File: src/rtl/adcmem_writer.sv
// ADC frame writer: aligns the channel stream on channel 0 and writes samples
// into a ping-pong pair of 256-word banks, flagging each bank when it is full.
module adcmem_writer #(
   parameter int NUM_CH          = 64,
   parameter int FRAMES_PER_BANK = 4
) (
   input  logic                      clk,
   input  logic                      rst_n,
   input  logic                      enable,
   input  logic                      s_valid,
   input  logic [15:0]               s_data,
   input  logic [$clog2(NUM_CH)-1:0] s_chan,
   output logic                      s_ready,
   input  logic [1:0]                bank_release,
   output logic [8:0]                mem_addr,
   output logic [15:0]               mem_din,
   output logic                      mem_we,
   output logic [1:0]                bank_full,
   output logic                      bank_rdy,
   output logic                      rdy_bank,
   output logic                      sync_err,
   output logic [15:0]               drop_cnt
);

   localparam int CH_W = $clog2(NUM_CH);
   localparam int FR_W = ($clog2(FRAMES_PER_BANK) < 1) ? 1 : $clog2(FRAMES_PER_BANK);

   typedef enum logic [1:0] {
      IDLE      = 2'd0,
      SYNC      = 2'd1,
      FILL      = 2'd2,
      WAIT_BANK = 2'd3
   } state_t;

   state_t            state_r;
   logic              cur_bank_r;
   logic [FR_W-1:0]   frame_r;
   logic [CH_W-1:0]   chan_r;
   logic              pend_full_r;
   logic              pend_bank_r;

   logic              accept_s;
   logic              chan_ok_s;
   logic              wr_s;
   logic              err_s;
   logic              last_ch_s;
   logic              last_fr_s;
   logic              bank_done_s;
   logic              other_s;
   logic              other_free_s;
   logic [7:0]        off_s;
   logic [8:0]        addr_s;
   logic [1:0]        full_set_s;

   // Accept/write decode for the sample presented this cycle.
   always_comb begin
      accept_s     = s_valid && s_ready && enable;
      last_ch_s    = (chan_r == CH_W'(NUM_CH - 1));
      last_fr_s    = (frame_r == FR_W'(FRAMES_PER_BANK - 1));
      other_s      = ~cur_bank_r;
      off_s        = (8'(frame_r) << CH_W) | 8'(chan_r);
      addr_s       = {cur_bank_r, off_s};
      chan_ok_s    = 1'b0;
      wr_s         = 1'b0;
      err_s        = 1'b0;
      case (state_r)
         SYNC: begin
            chan_ok_s = (s_chan == {CH_W{1'b0}});
            wr_s      = accept_s && chan_ok_s;
         end
         FILL: begin
            chan_ok_s = (s_chan == chan_r);
            wr_s      = accept_s && chan_ok_s;
            err_s     = accept_s && !chan_ok_s;
         end
         default: begin
            chan_ok_s = 1'b0;
         end
      endcase
      bank_done_s  = wr_s && last_ch_s && last_fr_s;
      // A release landing on the same edge frees the other bank in time.
      other_free_s = !bank_full[other_s] || bank_release[other_s];
      if (pend_full_r) begin
         full_set_s = pend_bank_r ? 2'b10 : 2'b01;
      end else begin
         full_set_s = 2'b00;
      end
   end

   // Memory write port, bank status flags and error/drop reporting.
   always_ff @(posedge clk or negedge rst_n) begin
      if (!rst_n) begin
         mem_we      <= 1'b0;
         mem_addr    <= 9'd0;
         mem_din     <= 16'd0;
         sync_err    <= 1'b0;
         pend_full_r <= 1'b0;
         pend_bank_r <= 1'b0;
         bank_rdy    <= 1'b0;
         rdy_bank    <= 1'b0;
         bank_full   <= 2'b00;
         drop_cnt    <= 16'd0;
      end else begin
         mem_we      <= wr_s;
         if (wr_s) begin
            mem_addr <= addr_s;
            mem_din  <= s_data;
         end
         sync_err    <= err_s;
         pend_full_r <= bank_done_s;
         pend_bank_r <= cur_bank_r;
         bank_rdy    <= pend_full_r;
         if (pend_full_r) begin
            rdy_bank <= pend_bank_r;
         end
         // Setting a bank wins over releasing it: a not-yet-full bank ignores release.
         bank_full   <= full_set_s | (bank_full & ~bank_release);
         if ((state_r == WAIT_BANK) && s_valid && (drop_cnt != 16'hFFFF)) begin
            drop_cnt <= drop_cnt + 16'd1;
         end
      end
   end

   // Control FSM with write pointer and registered ready.
   always_ff @(posedge clk or negedge rst_n) begin
      if (!rst_n) begin
         state_r    <= IDLE;
         s_ready    <= 1'b0;
         cur_bank_r <= 1'b0;
         frame_r    <= {FR_W{1'b0}};
         chan_r     <= {CH_W{1'b0}};
      end else if (!enable) begin
         state_r    <= IDLE;
         s_ready    <= 1'b0;
         frame_r    <= {FR_W{1'b0}};
         chan_r     <= {CH_W{1'b0}};
      end else begin
         case (state_r)
            IDLE: begin
               state_r <= SYNC;
               s_ready <= 1'b1;
               frame_r <= {FR_W{1'b0}};
               chan_r  <= {CH_W{1'b0}};
            end
            SYNC: begin
               if (wr_s) begin
                  state_r <= FILL;
                  chan_r  <= CH_W'(1);
               end
            end
            FILL: begin
               if (err_s) begin
                  state_r <= SYNC;
                  frame_r <= {FR_W{1'b0}};
                  chan_r  <= {CH_W{1'b0}};
               end else if (bank_done_s) begin
                  cur_bank_r <= other_s;
                  frame_r    <= {FR_W{1'b0}};
                  chan_r     <= {CH_W{1'b0}};
                  if (other_free_s) begin
                     state_r <= FILL;
                     s_ready <= 1'b1;
                  end else begin
                     state_r <= WAIT_BANK;
                     s_ready <= 1'b0;
                  end
               end else if (wr_s) begin
                  chan_r <= chan_r + CH_W'(1);
                  if (last_ch_s) begin
                     frame_r <= frame_r + FR_W'(1);
                  end
               end
            end
            WAIT_BANK: begin
               if (bank_release[cur_bank_r] && bank_full[cur_bank_r]) begin
                  state_r <= SYNC;
                  s_ready <= 1'b1;
               end
            end
            default: begin
               state_r <= IDLE;
               s_ready <= 1'b0;
            end
         endcase
      end
   end

endmodule

File: config.mk
export PLATFORM = sky130hd
export DESIGN_NAME = adcmem_writer
export DESIGN_NICKNAME = d
export VERILOG_FILES = /design/src/rtl/adcmem_writer.sv
export SDC_FILE = /design/constraint.sdc
export NUM_CORES = 1
export LEC_CHECK = 0
export BUFFER_PORTS_ARGS = -buffer_cell sky130_fd_sc_hd__buf_2
export CAP_MARGIN = 30
export CORE_UTILIZATION = 52
export DETAILED_ROUTE_END_ITERATION = 16
export PLACE_DENSITY_LB_ADDON = 0.1
export SYNTH_ARGS = -nofsm -noshare
export SYNTH_HDL_FRONTEND = slang
export SYNTH_SLANG_ARGS = --single-unit
File: constraint.sdc
create_clock -name clk -period 2.4 [get_ports clk]
set_input_delay 0.24 -clock clk [delete_from_list [all_inputs] [get_ports clk]]
set_output_delay 0.24 -clock clk [all_outputs]
set_load 0.05 [all_outputs]
* Word-level counts from Yosys, hierarchy flattened
Index checks and enable logic that the tools add are counted.
** Storage, ports and cells
- Bits in registers :: 61
- Input bits :: 28
** Operators by class
- Reduce and logical (&&, ||, !) cells :: 20
- Eq/ne operators :: 17
- $add $sub $neg :: 3
- Bitwise logic cells :: 6
- $lt $le $gt $ge :: 2
- Mux-type cells :: 37
** Operator list (number)
- $mux 6 :: 5
- $mux 2 :: 12
- $pmux 6 s3 :: 1
- $add 16x1->16 const B :: 1
- $ne 16x16->1 const B :: 1
- $mux 1 :: 15
- $logic_and 1x1->1 :: 10
- $ne 5x5->1 const B :: 2
- $ne 3x3->1 const B :: 3
- $reduce_and 3->1 :: 3
- $ne 4x1->1 const B :: 2
- $or 8x6->8 :: 1
- $pmux 2 s4 :: 1
- $reduce_and 4->1 :: 2
- $add 6x1->6 const B :: 1
- $eq 2x2->1 const B :: 3
- $eq 6x6->1 :: 1
- $eq 6x6->1 const B :: 1
- $logic_not 6->1 :: 1
- $lt 1x2->1 const B :: 2
- $ne 4x4->1 const B :: 1
- $pmux 2 s2 :: 1
- $ne 3x1->1 const B :: 1
- $ne 3x2->1 const B :: 1
- other kinds (11) :: 13

* Depth between registers and ports, before layout
Gate-level depths: netlist of the first run.
- Depth after elaboration :: 10
- Mapped depth :: 9
- Mapped depth without buffers :: 8

* Worst setup path before layout of the first run
OpenSTA, ideal clock, no wires.
- Path kind :: reg2reg
- From :: register state_r[0]
- To :: register state_r[0]
- Path buffers :: 0
- Path slack :: 0.158 ns
- Arrival :: 2.114 ns
- Library setup time :: 0.128 ns
- Data required time :: 2.272 ns
- Cell stages (with the launch flop) :: 9
- Clock period less this slack :: 2.242 ns
- Cell sequence :: dfrtp_1 > inv_1 > ha_1 > and4_1 > nand2_1 > o31ai_2 > nand3_1 > a22oi_2 > mux2_1
** On the way
- Word-level cells in the longest chain between the ends :: 6
** RTL lines
- from (decl) :: line 35 : state_t state_r;
- from (signal assigned) :: line 127 : state_r <= IDLE;
- from (signal assigned) :: line 133 : state_r <= IDLE;
- from (signal assigned) :: line 140 : state_r <= SYNC;
- $eq 2x2->1 / $eq 2x1->1 (equally long branches)
- $pmux 1 s2 :: line 66 : case (state_r)
- $logic_and 1x1->1 (2 in series) :: line 80 : bank_done_s = wr_s && last_ch_s && last_fr_s;
- $ne 4x4->1 (no line)
- $reduce_and 3->1 (no line)
Several ways; a longest one is shown, not always the timed one.
A chain may end at the register's enable or synchronous reset.

* Final worst setup path of the first run
- From :: register state_r[1]
- To :: register chan_r[3]
** On the way
- Word-level cells in the longest chain between the ends :: 8
** RTL lines
- $eq 2x2->1 / $eq 2x1->1 (equally long branches)
- $pmux 1 s2 :: line 66
- $logic_and 1x1->1 (2 in series) :: line 80
- $mux 6 :: line 156 : end else if (bank_done_s) begin
- $mux 6 :: line 152 : if (err_s) begin
- $pmux 6 s3 :: line 138 : case (state_r)
- $mux 6 :: line 132 : end else if (!enable) begin
- to (signal assigned) :: line 131 : chan_r <= {CH_W{1'b0}};
- to (signal assigned) :: line 155 : chan_r <= {CH_W{1'b0}};
- to (signal assigned) :: line 159 : chan_r <= {CH_W{1'b0}};
- to (decl) :: line 38 : logic [CH_W-1:0] chan_r;
Several ways; a longest one is shown, not always the timed one.

==> run_results.csv, run 1 <==
group,metric,value,unit
timing,maxSlewViolCount,0,
logic_synthesis,yosys_warnings,0,
critical_path,crit_path_end_kind,"flop",
timing,fmax,425,MHz
place,port_buffers,75,
timing,period_share,98.0,%
floorplanning,die_area,0.00585,mm²
critical_path,start_kind,"flop",
final_layout,drive_above_1_share,37.3,%
power_and_ir_drop,intPower,1.97,mW
floorplanning,rows,26,
final_layout,multi_input_area,0.00130,mm²
floorplanning,die_w,76.5,µm
final_layout,fin_nets,373,
global_route,grt_pass1_vias,2191,
hold_path,holdCritPathClass,"in2reg",
clock_tree,insertion_delay,0.33,ns
final_layout,fillers,398,
detailed_routing,drt_pass1_iterations,4,
logic_synthesis,yosysSeqAreaShare,52.9,%
final_layout,fin_cells,413,
floorplanning,start_util,55.1,%
logic_synthesis,synth_edf_count,0,
final_layout,seq_area,0.00153,mm²
clock_tree,clock-sinks,61,
timing,setup_viol,0,
critical_path,cp_slowest_cell,"or4_1",
power_and_ir_drop,powerDensity,782,mW/mm²
run_status,outcome,"complete, no violations",
timing,finalCriticalPeriod,2.35,ns
logic_synthesis,syn_nets,283,
floorplanning,die_h,76.5,µm
global_route,grt_max_degree,39,
critical_path,critPathMaxStageDelay,0.52,ns
global_route,antenna_found_initial,0,
logic_synthesis,synthArstFlopShare,100,%
global_route,gr-total-overflow,0,
logic_synthesis,syn-cell-area,0.00289,mm²
power_and_ir_drop,pwr-share-seq,39.9,%
critical_path,rr_startpoint,"state_r[1]$_DFFE_PN0P_",
critical_path,startpoint,"state_r[1]$_DFFE_PN0P_",
critical_path,cp.arrival,2.59,ns
power_and_ir_drop,power.total,2.86,mW
global_route,grt_use_total,21.4,%
detailed_routing,drc,0,
final_layout,final_common_cell,"buf_2",
logic_synthesis,synth_cell_types,44,
detailed_routing,wl_per_cell,14.0,µm
critical_path,crit_path_end,"chan_r[3]$_DFFE_PN0P_",
critical_path,reg2reg_slack,0.05,ns
timing,rsz0062_at_grt,"yes",
timing,relSlewSlack,61.5,%
final_layout,final_cell_mix,"buf_2 (75), dfrtp_1 (61), mux2_2 (20)",
job,maxCapViolations,0,
critical_path,crit_buf_inv,1,
floorplanning,ios,76,
place,dp_hpwl,4300,µm
clock_tree,clk_pin_slew,0.07,ns
logic_synthesis,synth_ff_type,"dfrtp_1",
critical_path,critical_path_class,"reg2reg",
clock_tree,cts_setup_buffers,0,
critical_path,cp.depth,8,
place,dp.cells,396,
critical_path,worstPathRequired,2.64,ns
detailed_routing,detail-route-antenna-nets,0,
critical_path,path_max_fanout,5,
critical_path,worst-r2r-cell-count,8,
critical_path,path_cells,"inv_1 > ha_1 > and4_1 > nand3_1 > o31ai_4 > and3_1 > or4_1 > o22ai_1",
power_and_ir_drop,power_frac_comb,23.7,%
detailed_routing,postRouteWirelength,5800,µm
clock_tree,clockBufferDepth,2,
power_and_ir_drop,peakVddDrop,0.513,mV
critical_path,cpLargestDelayFamily,"simple AND/OR/NAND/NOR gates",
final_layout,syn_to_final_growth,26.6,%
place,gp_congestion,0.884,
timing,finalHoldViolCount,0,
timing,worst_slew_pin_slew,0.578,ns
clock_tree,cts_buffers,9,
power_and_ir_drop,p_clk_share,36.4,%
final_layout,stdcell_area,0.00365,mm²
global_route,grt_pass1_wl,9780,µm
power_and_ir_drop,p_switching,887,µW
clock_tree,htree_levels,3,
final_layout,diodes,0,
timing,whs,0.108,ns
logic_synthesis,synth_area_per_cell,11.6,µm²
clock_tree,clockRootBuffer,"clkbuf_8",
power_and_ir_drop,swShare,31.0,%
logic_synthesis,syn_inst,248,
detailed_routing,avgViaCountPerCell,5.45,
detailed_routing,via_count,2250,
power_and_ir_drop,p_leak,1.89,nW
place,placed_cell_area,0.00340,mm²
timing,final.setup_skew,0.0112,ns
logic_synthesis,ys_ff_latch,61,
clock_tree,cts_tree,"done",
floorplanning,core_area,0.00524,mm²
critical_path,r2r-end,"chan_r[3]$_DFFE_PN0P_",
detailed_routing,drt-initial-drc-count,101,
how the worst min path moves through the flow:
stage               startpoint                endpoint  slack [ns]  depth (start not counted)
2_1_floorplan            rst_n  bank_full[0]$_DFF_PN0_       -0.06                          0
3_3_place_gp             rst_n   chan_r[2]$_DFFE_PN0P_        0.27                          1
3_5_place_dp             rst_n   chan_r[2]$_DFFE_PN0P_        0.27                          1
4_1_cts        bank_release[0]  bank_full[0]$_DFF_PN0_         0.1                          2
5_1_grt        bank_release[0]  bank_full[0]$_DFF_PN0_        0.11                          2
6_report       bank_release[0]  bank_full[0]$_DFF_PN0_        0.11                          2
registers in the layout, indices dropped and copies added (netlist names):
register and cells:
s_ready 1, pend_full_r 1, bank_full 2, mem_din 16, pend_bank_r 1, state_r 2, chan_r 6, mem_addr 9
sync_err 1, rdy_bank 1, frame_r 2, drop_cnt 16, bank_rdy 1, cur_bank_r 1, mem_we 1
logic make-up after synthesis:
logic type / Yosys count / synth area share (%)
XOR/XNOR: 21 / 6.37
AND/OR/NAND/NOR: 77 / 13.8
buffers and inverters: 16 / 2.30
adder cells (fa/ha/maj): 7 / 3.03
multiplexers: 28 / 10.9
flip-flops: 61 / 52.9
AO/OA/AOI/OAI: 38 / 10.7
routing by layer:
metal / track usage, % / routed length (µm) / up-vias
met5: 0 / 0 / -
met4: 9.81 / 89 / 0
met3: 4.67 / 267 / 11
met2: 36.0 / 2780 / 62
met1: 26.2 / 2660 / 1100
li1: - / - / 1077
stage by stage:
step | util [%] | TNS (ns) | setup WS (ns)
5_1_grt | 69.8 | -0.0951 | -0.0397
4_1_cts | 69.6 | 0 | 0.0491
3_5_place_dp | 64.9 | 0 | 0.0916
6_report | 69.8 | 0 | 0.0491
2_1_floorplan | - | 0 | 0.158
3_3_place_gp | 64.9 | 0 | 0.160
synth_stat cells (4+ instances only):
master | instances | area (µm²)
mux2_1 | 8 | 90.1
nor3_1 | 4 | 20.0
mux2_2 | 20 | 225
a22o_1 | 4 | 35.0
o21ai_0 | 5 | 25.0
nand4_1 | 5 | 31.3
xnor2_1 | 17 | 149
nor2_1 | 12 | 45.0
nand3_1 | 17 | 85.1
dfrtp_1 | 61 | 1530
buf_2 | 5 | 25.0
and3_1 | 8 | 50.1
inv_1 | 10 | 37.5
nand2_1 | 19 | 71.3
xor2_1 | 4 | 35.0
ha_1 | 7 | 87.6
final cells by class:
class,instances,share of cell area [%]
flip-flops and latches,61,41.8
clock inverters,5,2.23
multi-input cells,171,35.6
repair buffers,85,12.8
well taps,70,2.40
clock buffers,11,4.14
inverters,10,1.03
worst register-to-register path: stages (launching register included):
cell and delay [ns]:
dfrtp_1 0.40, inv_1 0.08, ha_1 0.31, and4_1 0.24, nand3_1 0.17, o31ai_4 0.13
and3_1 0.26, or4_1 0.52, o22ai_1 0.15
power by group through the flow:
stage / Combinational (mW) / Clock [mW] / Sequential [mW]
3_5_place_dp: 0.669 / 0 / 1.16
2_1_floorplan: 0.326 / 0 / 1.31
4_1_cts: 0.676 / 1.07 / 1.14
3_3_place_gp: 0.660 / 0 / 1.15
5_1_grt: 0.733 / 1.10 / 1.15
6_report: 0.677 / 1.04 / 1.14
what timing repair did:
item / in CTS / in global routing
hold buffers: 1 / 0
gates resized for setup: 0 / 3
endpoints found under the setup margin: 0 / 26
endpoints found under the hold margin: 23 / 0
(Power assumes the default switching activity.)
==> run 2, diff against run 1 <==
--- a/config.mk
+++ b/config.mk
@@ -7,7 +7,9 @@
 export LEC_CHECK = 0
 export BUFFER_PORTS_ARGS = -buffer_cell sky130_fd_sc_hd__buf_2
 export CAP_MARGIN = 30
-export CORE_UTILIZATION = 52
+export CELL_PAD_IN_SITES_DETAIL_PLACEMENT = 1
+export CELL_PAD_IN_SITES_GLOBAL_PLACEMENT = 2
+export CORE_UTILIZATION = 33
 export DETAILED_ROUTE_END_ITERATION = 16
 export PLACE_DENSITY_LB_ADDON = 0.1
 export SYNTH_ARGS = -nofsm -noshare
==> run 2 against run 1 <==
Net effect:
- clock power is 13% lower
- final cell count is 11% higher
- first-iteration DRC count decreased by 13%
- combinational power increased by 5.6%
- non-clock buffer count increased by 9
- clock skew fell by 0.0011 ns
- register-to-register slack improved by 0.09 ns
- critical path depth unchanged
- power fell by 3.2%
- sequential share of layout area shrank 1.0 points
- final area rose by 2.5%
- die area rose by 56%
==> run_results.csv, run 2 (synthesis results as in run 1) <==
group,metric,value,unit
critical_path,cp_slowest_cell,"dfrtp_1",
power_and_ir_drop,powerDensity,738,mW/mm²
final_layout,drive_above_1_share,40.1,%
power_and_ir_drop,p_leak,1.91,nW
detailed_routing,drc,0,
critical_path,start_kind,"flop",
power_and_ir_drop,power.total,2.77,mW
critical_path,worstPathRequired,2.62,ns
detailed_routing,avgViaCountPerCell,5.02,
floorplanning,rows,33,
place,dp_hpwl,5320,µm
detailed_routing,via_count,2293,
power_and_ir_drop,peakVddDrop,0.312,mV
critical_path,cp.depth,8,
floorplanning,start_util,34.6,%
critical_path,crit_path_end_kind,"flop",
critical_path,path_cells,"inv_1 > ha_1 > and4_4 > nand2_2 > o31ai_4 > buf_4 > buf_6 > mux2_2",
critical_path,crit_path_end,"mem_din[10]$_DFFE_PN0P_",
place,port_buffers,75,
global_route,grt_use_total,16.9,%
final_layout,top_regs,"drop_cnt x16, mem_din x16, mem_addr x9",
clock_tree,cts_tree,"done",
timing,period_share,94.0,%
final_layout,fillers,968,
final_layout,diodes,0,
critical_path,path_max_fanout,16,
global_route,antenna_found_initial,0,
critical_path,critical_path_class,"reg2reg",
critical_path,startpoint,"state_r[1]$_DFFE_PN0P_",
clock_tree,cts_buffers,9,
timing,finalHoldViolCount,0,
global_route,gr-total-overflow,0,
detailed_routing,detail-route-antenna-nets,0,
timing,rsz0062_at_grt,"no",
timing,finalCriticalPeriod,2.26,ns
critical_path,cp.arrival,2.48,ns
global_route,grt_pass1_wl,11500,µm
floorplanning,core_area,0.00834,mm²
final_layout,final_cell_mix,"buf_2 (75), dfrtp_1 (61), mux2_2 (20)",
hold_path,holdCritPathClass,"in2reg",
timing,fmax,443,MHz
timing,setup_viol,0,
detailed_routing,postRouteWirelength,7050,µm
critical_path,critPathMaxStageDelay,0.39,ns
clock_tree,insertion_delay,0.34,ns
place,gp_congestion,0.776,
floorplanning,die_area,0.00913,mm²
final_layout,final_common_cell,"buf_2",
timing,relSlewSlack,62.4,%
floorplanning,die_w,95.5,µm
timing,worst_slew_pin_slew,0.564,ns
timing,setup_tns,0,ns
critical_path,crit_buf_inv,3,
timing,maxSlewViolCount,0,
clock_tree,clock-sinks,61,
critical_path,worst-r2r-cell-count,8,
final_layout,syn_to_final_growth,29.8,%
critical_path,rr_startpoint,"state_r[1]$_DFFE_PN0P_",
clock_tree,clockRootBuffer,"clkbuf_8",
final_layout,fin_nets,382,
clock_tree,clockBufferDepth,2,
floorplanning,ios,76,
floorplanning,die_h,95.5,µm
clock_tree,clk_pin_slew,0.08,ns
detailed_routing,drt-initial-drc-count,88,
critical_path,reg2reg_slack,0.14,ns
detailed_routing,wl_per_cell,15.4,µm
critical_path,r2r-end,"mem_din[10]$_DFFE_PN0P_",
detailed_routing,drt_pass1_iterations,4,
job,maxCapViolations,0,
timing,final.setup_skew,0.0101,ns
critical_path,cpLargestDelayFamily,"buffers and inverters",
run_status,outcome,"complete, no violations",
clock_tree,htree_levels,3,
global_route,grt_max_degree,28,
global_route,grt_pass1_vias,2242,
-- run 2: repair_timing --
| action | in CTS | in global routing |
|---|---|---|
| gates resized for setup | 0 | 10 |
| hold buffers | 1 | 0 |
| setup buffers | 0 | 2 |
| setup endpoints to repair | 0 | 23 |
| hold endpoints to repair | 22 | 0 |
-- run 2: final cells by class --
cell class	instances	area, µm²	area share [%]
Timing Repair Buffer	94	524	14.0
Sequential cell	61	1530	40.7
Clock inverter	7	75.1	2.00
Inverter	10	37.5	1.00
Multi-Input combinational cell	171	1330	35.4
Clock buffer	9	124	3.31
Tap cell	105	131	3.51
-- run 2: power by group --
| group | internal (mW) | switching, mW |
|---|---|---|
| clock | 0.482 | 0.428 |
| combinational | 0.249 | 0.466 |
| sequential | 1.09 | 0.0546 |
-- run 2: metal layers --
metal / part of all wire, % / GRT usage [%] / wire [µm]
met1: 48 / 22.9 / 3420
met2: 45 / 25.6 / 3190
met3: 4.4 / 3.99 / 313
met4: 1.9 / 7.46 / 131
met5: 0 / 0 / 0
-- run 2: how the worst min path moves through the flow --
stage,startpoint,endpoint,slack [ns],depth (start not counted)
floorplan,rst_n,bank_full[0]$_DFF_PN0_,-0.06,0
finish,s_data[7],mem_din[7]$_DFFE_PN0P_,0.12,2
detailed placement,rst_n,sync_err$_DFF_PN0_,0.26,1
global route,s_data[12],mem_din[12]$_DFFE_PN0P_,0.10,2
global placement,rst_n,s_ready$_DFFE_PN0P_,0.27,1
CTS,s_data[7],mem_din[7]$_DFFE_PN0P_,0.1,2
-- run 2: metrics by stage --
step	hold WS (ns)	utilization [%]	cells	cell area, µm²	setup WS [ns]
6_report	0.116	44.9	457	3750	0.143
5_1_grt	0.104	44.9	457	3750	0.0106
4_1_cts	0.0999	44.3	455	3690	0.0647
3_5_place_dp	0.261	41.8	438	3480	0.0938
3_3_place_gp	0.268	41.8	438	3480	0.172
2_1_floorplan	-0.0556	-	248	2890	0.158
